===== src/rtl/mopshub_arb_pkg.sv =====
// Shared definitions for the hub bus arbiters.
// Contents:
//   N_BUS, SEL_W  - number of arbitrated sources and the width of their select.
//   arb_state_t   - 2-bit arbiter state encoding.
//   bus_onehot()  - converts a select index into a one-hot grant vector.
package mopshub_arb_pkg;

    localparam int N_BUS = 8;
    localparam int SEL_W = 3;

    typedef enum logic [1:0] {
        ST_IDLE    = 2'd0,
        ST_SETTLE  = 2'd1,
        ST_ACTIVE  = 2'd2,
        ST_RELEASE = 2'd3
    } arb_state_t;

    function automatic logic [N_BUS-1:0] bus_onehot(input logic [SEL_W-1:0] idx);
        return N_BUS'(1) << idx;
    endfunction

endpackage


===== src/rtl/bus_scan_arbiter_if.sv =====
// Request/grant bundle between the bus sources, the consumer and bus_scan_arbiter.
// Signals:
//   req[7:0]     per-bus level request
//   done         consumer pulse: current transfer finished
//   sel[2:0]     select for the downstream registered 8:1 mux
//   grant[7:0]   one-hot grant, zero when nothing is granted
//   sel_valid    mux output currently reflects the granted bus
//   busy         arbiter is in a grant cycle
//   timeout_err  1-cycle pulse on a forced release
// Modports:
//   master - requester/consumer side (drives req and done)
//   slave  - arbiter side
interface bus_scan_arbiter_if;
    import mopshub_arb_pkg::*;

    logic [N_BUS-1:0] req;
    logic             done;
    logic [SEL_W-1:0] sel;
    logic [N_BUS-1:0] grant;
    logic             sel_valid;
    logic             busy;
    logic             timeout_err;

    modport master (
        output req,
        output done,
        input  sel,
        input  grant,
        input  sel_valid,
        input  busy,
        input  timeout_err
    );

    modport slave (
        input  req,
        input  done,
        output sel,
        output grant,
        output sel_valid,
        output busy,
        output timeout_err
    );

endinterface


===== src/rtl/bus_scan_arbiter_rr_prio_enc8.sv =====
// rr_prio_enc8: combinational rotate-search priority encoder.
// Finds the first set request bit starting at (last+1) mod 8 and searching
// upward with wrap-around. Shared by several hub arbiters.
// Ports:
//   req[7:0]   in   request vector
//   last[2:0]  in   index granted most recently
//   idx[2:0]   out  winning index (0 when nothing is found)
//   found      out  at least one request is set
module rr_prio_enc8
    import mopshub_arb_pkg::*;
(
    input  logic [N_BUS-1:0] req,
    input  logic [SEL_W-1:0] last,
    output logic [SEL_W-1:0] idx,
    output logic             found
);

    // pos[gi] is the bus index visited at step gi of the search; rot[gi] is
    // its request bit. The 3-bit add wraps naturally, giving mod-8 rotation.
    logic [SEL_W-1:0] pos [N_BUS];
    logic [N_BUS-1:0] rot;

    genvar gi;
    generate
        for (gi = 0; gi < N_BUS; gi++) begin : g_rot
            assign pos[gi] = last + SEL_W'(gi) + SEL_W'(1);
            assign rot[gi] = req[pos[gi]];
        end
    endgenerate

    assign found = |req;

    // Scan from the far end so the lowest search step wins.
    always_comb begin
        idx = '0;
        for (int i = N_BUS - 1; i >= 0; i--) begin
            if (rot[i]) begin
                idx = pos[i];
            end
        end
    end

endmodule


===== src/rtl/bus_scan_arbiter.sv =====
// bus_scan_arbiter: round-robin arbiter for 8 bus sources feeding a
// registered 8:1 mux (mux8_Nbit). A grant is held until the consumer
// signals done, the requester withdraws, or TIMEOUT active cycles elapse.
// One SETTLE cycle covers the mux register latency before sel_valid rises.
// Ports:
//   clk   in   system clock, rising edge
//   rst   in   asynchronous reset, active-high
//   bus   slave side of bus_scan_arbiter_if (req, done in; sel, grant,
//         sel_valid, busy, timeout_err out)
// Parameters:
//   N_BUS, SEL_W  fixed at 8 / 3 to match the mux
//   TIMEOUT       max ACTIVE cycles per grant, must be >= 2
//   TMO_W         counter width, 2**TMO_W must exceed TIMEOUT
module bus_scan_arbiter
    import mopshub_arb_pkg::*;
#(
    parameter int TIMEOUT = 1000,
    parameter int TMO_W   = 16
) (
    input  logic                 clk,
    input  logic                 rst,
    bus_scan_arbiter_if.slave    bus
);

    arb_state_t       state_reg;
    arb_state_t       state_next;
    logic [SEL_W-1:0] sel_reg;
    logic [N_BUS-1:0] grant_reg;
    logic [SEL_W-1:0] last_reg;
    logic [TMO_W-1:0] cnt_reg;
    logic             tmo_err_reg;

    logic [SEL_W-1:0] win_idx;
    logic             win_found;

    logic             tmo_reached;
    logic             grant_load;
    logic             grant_drop;
    logic             tmo_fire;

    rr_prio_enc8 u_enc (
        .req   (bus.req),
        .last  (last_reg),
        .idx   (win_idx),
        .found (win_found)
    );

    assign tmo_reached = (cnt_reg == TMO_W'(TIMEOUT - 1));

    // State register
    always_ff @(posedge clk or posedge rst) begin
        if (rst) begin
            state_reg <= ST_IDLE;
        end else begin
            state_reg <= state_next;
        end
    end

    // Next-state logic
    always_comb begin
        state_next = state_reg;
        case (state_reg)
            ST_IDLE: begin
                if (win_found) begin
                    state_next = ST_SETTLE;
                end
            end
            ST_SETTLE: begin
                state_next = ST_ACTIVE;
            end
            ST_ACTIVE: begin
                if (bus.done || !bus.req[sel_reg] || tmo_reached) begin
                    state_next = ST_RELEASE;
                end
            end
            ST_RELEASE: begin
                state_next = ST_IDLE;
            end
            default: begin
                state_next = ST_IDLE;
            end
        endcase
    end

    // Output / control decode
    always_comb begin
        bus.sel_valid = (state_reg == ST_ACTIVE);
        bus.busy      = (state_reg != ST_IDLE);
        grant_load    = (state_reg == ST_IDLE) && win_found;
        grant_drop    = (state_reg == ST_ACTIVE) && (state_next == ST_RELEASE);
        // done takes precedence over an expiring timer.
        tmo_fire      = (state_reg == ST_ACTIVE) && tmo_reached && !bus.done;
    end

    // Grant datapath. sel is deliberately kept after release so the mux
    // keeps pointing at the last served bus until the next grant.
    always_ff @(posedge clk or posedge rst) begin
        if (rst) begin
            sel_reg     <= '0;
            grant_reg   <= '0;
            last_reg    <= SEL_W'(N_BUS - 1);
            tmo_err_reg <= 1'b0;
        end else begin
            if (grant_load) begin
                sel_reg   <= win_idx;
                grant_reg <= bus_onehot(win_idx);
            end else if (grant_drop) begin
                grant_reg <= '0;
            end
            if (state_reg == ST_RELEASE) begin
                last_reg <= sel_reg;
            end
            // Pulse lands in the RELEASE cycle that the timeout forced.
            tmo_err_reg <= tmo_fire;
        end
    end

    // Active-cycle counter. It only advances while the grant stays ACTIVE,
    // so it peaks at TIMEOUT-1 and never wraps.
    always_ff @(posedge clk or posedge rst) begin
        if (rst) begin
            cnt_reg <= '0;
        end else begin
            if (state_reg == ST_RELEASE) begin
                cnt_reg <= '0;
            end else if ((state_reg == ST_ACTIVE) && (state_next == ST_ACTIVE)) begin
                cnt_reg <= cnt_reg + TMO_W'(1);
            end
        end
    end

    assign bus.sel         = sel_reg;
    assign bus.grant       = grant_reg;
    assign bus.timeout_err = tmo_err_reg;

endmodule


===== src/flat_wrapper.sv =====
// flat-port wrapper written by rule: the top's interface ports become plain ports
module bus_scan_arbiter_flat import mopshub_arb_pkg::*;
#(
    parameter int TIMEOUT = 1000,
    parameter int TMO_W   = 16
)
  (clk, rst, bus_req, bus_done, bus_sel, bus_grant, bus_sel_valid, bus_busy, bus_timeout_err);
  bus_scan_arbiter_if bus_i ();
  input  logic clk;
  input  logic rst;
  input wire logic [$bits(bus_i.req)-1:0] bus_req;
  input wire logic [$bits(bus_i.done)-1:0] bus_done;
  output wire logic [$bits(bus_i.sel)-1:0] bus_sel;
  output wire logic [$bits(bus_i.grant)-1:0] bus_grant;
  output wire logic [$bits(bus_i.sel_valid)-1:0] bus_sel_valid;
  output wire logic [$bits(bus_i.busy)-1:0] bus_busy;
  output wire logic [$bits(bus_i.timeout_err)-1:0] bus_timeout_err;
  assign bus_i.req = bus_req;
  assign bus_i.done = bus_done;
  assign bus_sel = bus_i.sel;
  assign bus_grant = bus_i.grant;
  assign bus_sel_valid = bus_i.sel_valid;
  assign bus_busy = bus_i.busy;
  assign bus_timeout_err = bus_i.timeout_err;
  bus_scan_arbiter #(.TIMEOUT(TIMEOUT), .TMO_W(TMO_W)) u_core (.clk(clk), .rst(rst), .bus(bus_i));
endmodule

===== config.mk =====
export PLATFORM = sky130hd
export DESIGN_NAME = bus_scan_arbiter_flat
export DESIGN_NICKNAME = d
export VERILOG_FILES = /design/src/rtl/mopshub_arb_pkg.sv /design/src/rtl/bus_scan_arbiter_if.sv /design/src/rtl/bus_scan_arbiter_rr_prio_enc8.sv /design/src/rtl/bus_scan_arbiter.sv /design/src/flat_wrapper.sv
export SDC_FILE = /design/constraint.sdc
export NUM_CORES = 1
export LEC_CHECK = 0
export CAP_MARGIN = 20
export CELL_PAD_IN_SITES_DETAIL_PLACEMENT = 2
export CELL_PAD_IN_SITES_GLOBAL_PLACEMENT = 2
export CORE_AREA = 2 2 84 86
export CTS_CLUSTER_DIAMETER = 40
export CTS_CLUSTER_SIZE = 20
export DETAILED_ROUTE_END_ITERATION = 16
export DIE_AREA = 0 0 86 88
export DONT_BUFFER_PORTS = 1
export GPL_TIMING_DRIVEN = 0
export PLACE_DENSITY_LB_ADDON = 0.1
export SLEW_MARGIN = 20
export SYNTH_ARGS = -nofsm -noshare
export SYNTH_HDL_FRONTEND = slang
export SYNTH_SLANG_ARGS = --single-unit

===== constraint.sdc =====
create_clock -name clk -period 4.1 [get_ports clk]
set_input_delay 0.615 -clock clk [delete_from_list [all_inputs] [get_ports clk]]
set_output_delay 0.615 -clock clk [all_outputs]
set_load 0.1 [all_outputs]

==> impl_metrics.toml <==
[status]
status = "completed"

[drt]
vias = 2268
wl_per_cell_um = 22.3
drtAntennaViolNets = 0
first_iter_violations = 55
vias_per_cell = 6.18
total_iterations_of_the_first_detailed_routing_run = 4
wirelength_um = 8180
drcViolationCount = 0

[final_layout]
design.final.nets = 304
largest_register_ff_count = 16
drive_above_1_share = 0.209
syn_to_final_growth_pct = 13.0
antennaDiodeCount = 0
postLayoutCellArea_um2 = 3010

[critical_path]
critPathRequiredTime_ns = 4.29
critPathMaxFanout = 11
worst-setup-path-type = "reg -> reg"
cp_slowest_stage_delay_ns = 0.54
critPathLaunchType = "flip-flop"
endpoint_arrival_time_on_the_critical_path_ns = 4.09
critPathCaptureType = "flip-flop"
worst_path_max_delay_cell = "dfstp_2"
cp.buffers_inverters = 6
path_cells = "buf_6 > buf_6 > clkinvlp_4 > buf_4 > ha_1 > buf_2 > buf_6 > mux4_2 > a21oi_2 > o21ai_1 > a211oi_2 > nor3_1 > o41a_1 > o41ai_2"
timing.critical_path.max_delay_family = "compound AO/OA/AOI/OAI gates"
path_common_cell = "buf_6"
crit_cells = 14
setup.reg_to_reg.worst_slack_ns = 0.20
reg2reg_depth = 14

[sta]
slew_headroom = 0.280
fmaxAchievable_mhz = 256
finalSetupViolations = 0
finalMaxSlewViolations = 0
fin_hold_ws_ns = 0.315
worstMarginPinSlew_ns = 1.08
report.final.hold_viol_count = 0
finalWorstPathRequiredPeriod_ns = 3.90
period_share = 0.952
finalClockSkew_ns = 0.00789

[cts]
cts_root_buf = "clkbuf_8"
cts_made_buffers = 5
cts_hold_repair.buffers = 0
cts.sinks = 33
clock_tree.buffer_depth = 2
clkLatencyLatePin_ns = 0.29
tritoncts_clock_tree = "yes"
ctsHtreeMaxLevel = 2
clkTransAtPathRegs_ns = 0.08

[logic_synthesis]
synthesis_stage_register_bit_count = 33
synth_fp_nets = 294
ys_types = 60
synth.cell_area_um2 = 2670
most_frequent_cell_after_synthesis = "nand2_1"
synth-main-ff-cell = "dfrtp_1"
synth_area_leaders = "dfrtp_1 (28%), mux4_2 (10%), mux2i_1 (4.9%), nand2_1 (4.8%), mux4_1 (3.9%)"
synthesis.instances = 276
async_flop_share = 1.00
post-synth-top-area-fraction = 0.282
synth.avg_cell_area_um2 = 9.66
ys.warnings.count = 0
synth_sequential_area_ratio = 0.311
synth.top_cells.by_count = "nand2_1 (34), dfrtp_1 (30), nor2_1 (16)"
yosys.area.top_type = "dfrtp_1"
number_of_synthesized_flops_with_an_enable_pin = 0

[placement]
port_buffers = 0
detailed_place_hpwl_um = 6010
postPlaceCellArea_um2 = 2770
gpl.final_weighted_congestion = 0.830

[floorplanning]
design.die.area_um2 = 7570
initial_core_util = 0.401
io_pins = 25
core.rowCount = 30
chip_height_um = 88
design.core.area_um2 = 6640
die_x_um = 86

[global_route]
grt-ovfl-total = 0
grt_antenna_before_repair = 0
grt_start_max_net_pins = 34
grt_pass1_vias = 2501
grt_usage = 0.226
grt_pass1_wl_um = 13400

[job]
maxCapViolations = 0

[worst_hold_path]
hp-class = "in -> async"
==> per-layer routing <==
metal | track usage | routed length [µm] | up-vias
li1 | - | - | 1062
met1 | 0.274 | 3480 | 1167
met2 | 0.419 | 4350 | 23
met3 | 0.0217 | 136 | 16
met4 | 0.0794 | 207 | 0
met5 | 0 | 0 | -
==> worst register-to-register path: cells and delay by family, from the launching register on <==
family                     cells  cell delay, ns
AOI/OAI and AO/OA              5            1.50
adders and majority gates      1            0.28
buffers and inverters          6            0.99
DFF                            1            0.54
muxes                          1            0.40
and+or+nand+nor                1            0.08
==> final timing paths <==
check,from,endpoint
min in group clk,bus_done,u_core.bus.timeout_err
worst min register to register,u_core.cnt_reg[9],u_core.cnt_reg[9]
worst max-delay path,u_core.last_reg[0],u_core.bus.grant[0]
max in group asynchronous,rst,u_core.cnt_reg[4]
worst max register to register,u_core.last_reg[0],u_core.bus.grant[0]
worst min-delay path,rst,u_core.bus.grant[4]
==> cells in the final DEF, fill, tap and decap left out, types with 2 or more instances in the layout <==
cell type | synthesis | layout
a211oi_1 | 2 | 2
a21o_1 | 3 | 3
a21oi_1 | 14 | 13
a21oi_2 | 1 | 2
a22o_1 | 2 | 2
and2_1 | 3 | 3
and3_1 | 4 | 4
buf_2 | 5 | 3
buf_4 | 1 | 4
buf_6 | 1 | 3
bufinv_16 | 0 | 2
clkbuf_1 | 7 | 7
clkbuf_8 | 1 | 6
dfrtp_1 | 30 | 30
dfstp_2 | 3 | 3
ha_1 | 7 | 7
inv_1 | 13 | 11
mux2_2 | 4 | 4
mux2i_1 | 13 | 10
mux2i_2 | 1 | 3
mux4_1 | 4 | 4
mux4_2 | 12 | 12
nand2_1 | 34 | 34
nand2b_1 | 3 | 3
nand3_1 | 7 | 6
nor2_1 | 16 | 16
nor3_1 | 8 | 8
nor4_1 | 4 | 4
o21ai_0 | 13 | 13
o21ai_1 | 4 | 4
o221ai_1 | 2 | 2
o22ai_1 | 2 | 2
o41ai_1 | 9 | 4
o41ai_2 | 0 | 5
or3_1 | 6 | 6
xnor2_1 | 9 | 8
xnor2_2 | 1 | 2
xor2_1 | 3 | 3
==> stage by stage <==
step / setup slack (ns) / cells / utilization / TNS [ns]
final: 0.195 / 367 / 0.453 / 0
after global routing: -0.00333 / 367 / 0.453 / -0.00585
after CTS: 0.0246 / 364 / 0.442 / 0
after detailed placement: -0.140 / 356 / 0.416 / -0.585
after global placement: -0.0727 / 356 / 0.416 / -0.207
after floorplan: 0.563 / 276 / - / 0
==> area by class of cell <==
cell class,count,area [µm²]
buffer,16,101
clock buffer,5,68.8
clock inverter,3,65.1
fill,715,3630
inverter,13,52.6
multi-input combinational,214,1770
sequential,33,830
tap,80,100
timing repair buffer,3,22.5
==> cell families after synthesis <==
logic type                 after synthesis  share of synthesized area
adders and majority gates                7                     0.0329
xor gates and xnor gates                13                     0.0455
AOI/OAI and AO/OA                       67                      0.176
DFF                                     33                      0.311
and+or+nand+nor                         93                      0.171
muxes                                   34                      0.212
buffers and inverters                   29                     0.0516
==> what timing repair did <==
| item | CTS | global route |
|---|---|---|
| gates cloned | 0 | 0 |
| setup endpoints to repair | 6 | 8 |
| gates resized for setup | 6 | 12 |
| setup buffers | 0 | 3 |
| pin swaps | 2 | 2 |
Power is not shown: default switching activity piles up to over one toggle a cycle in this logic, so the estimate is an artifact.
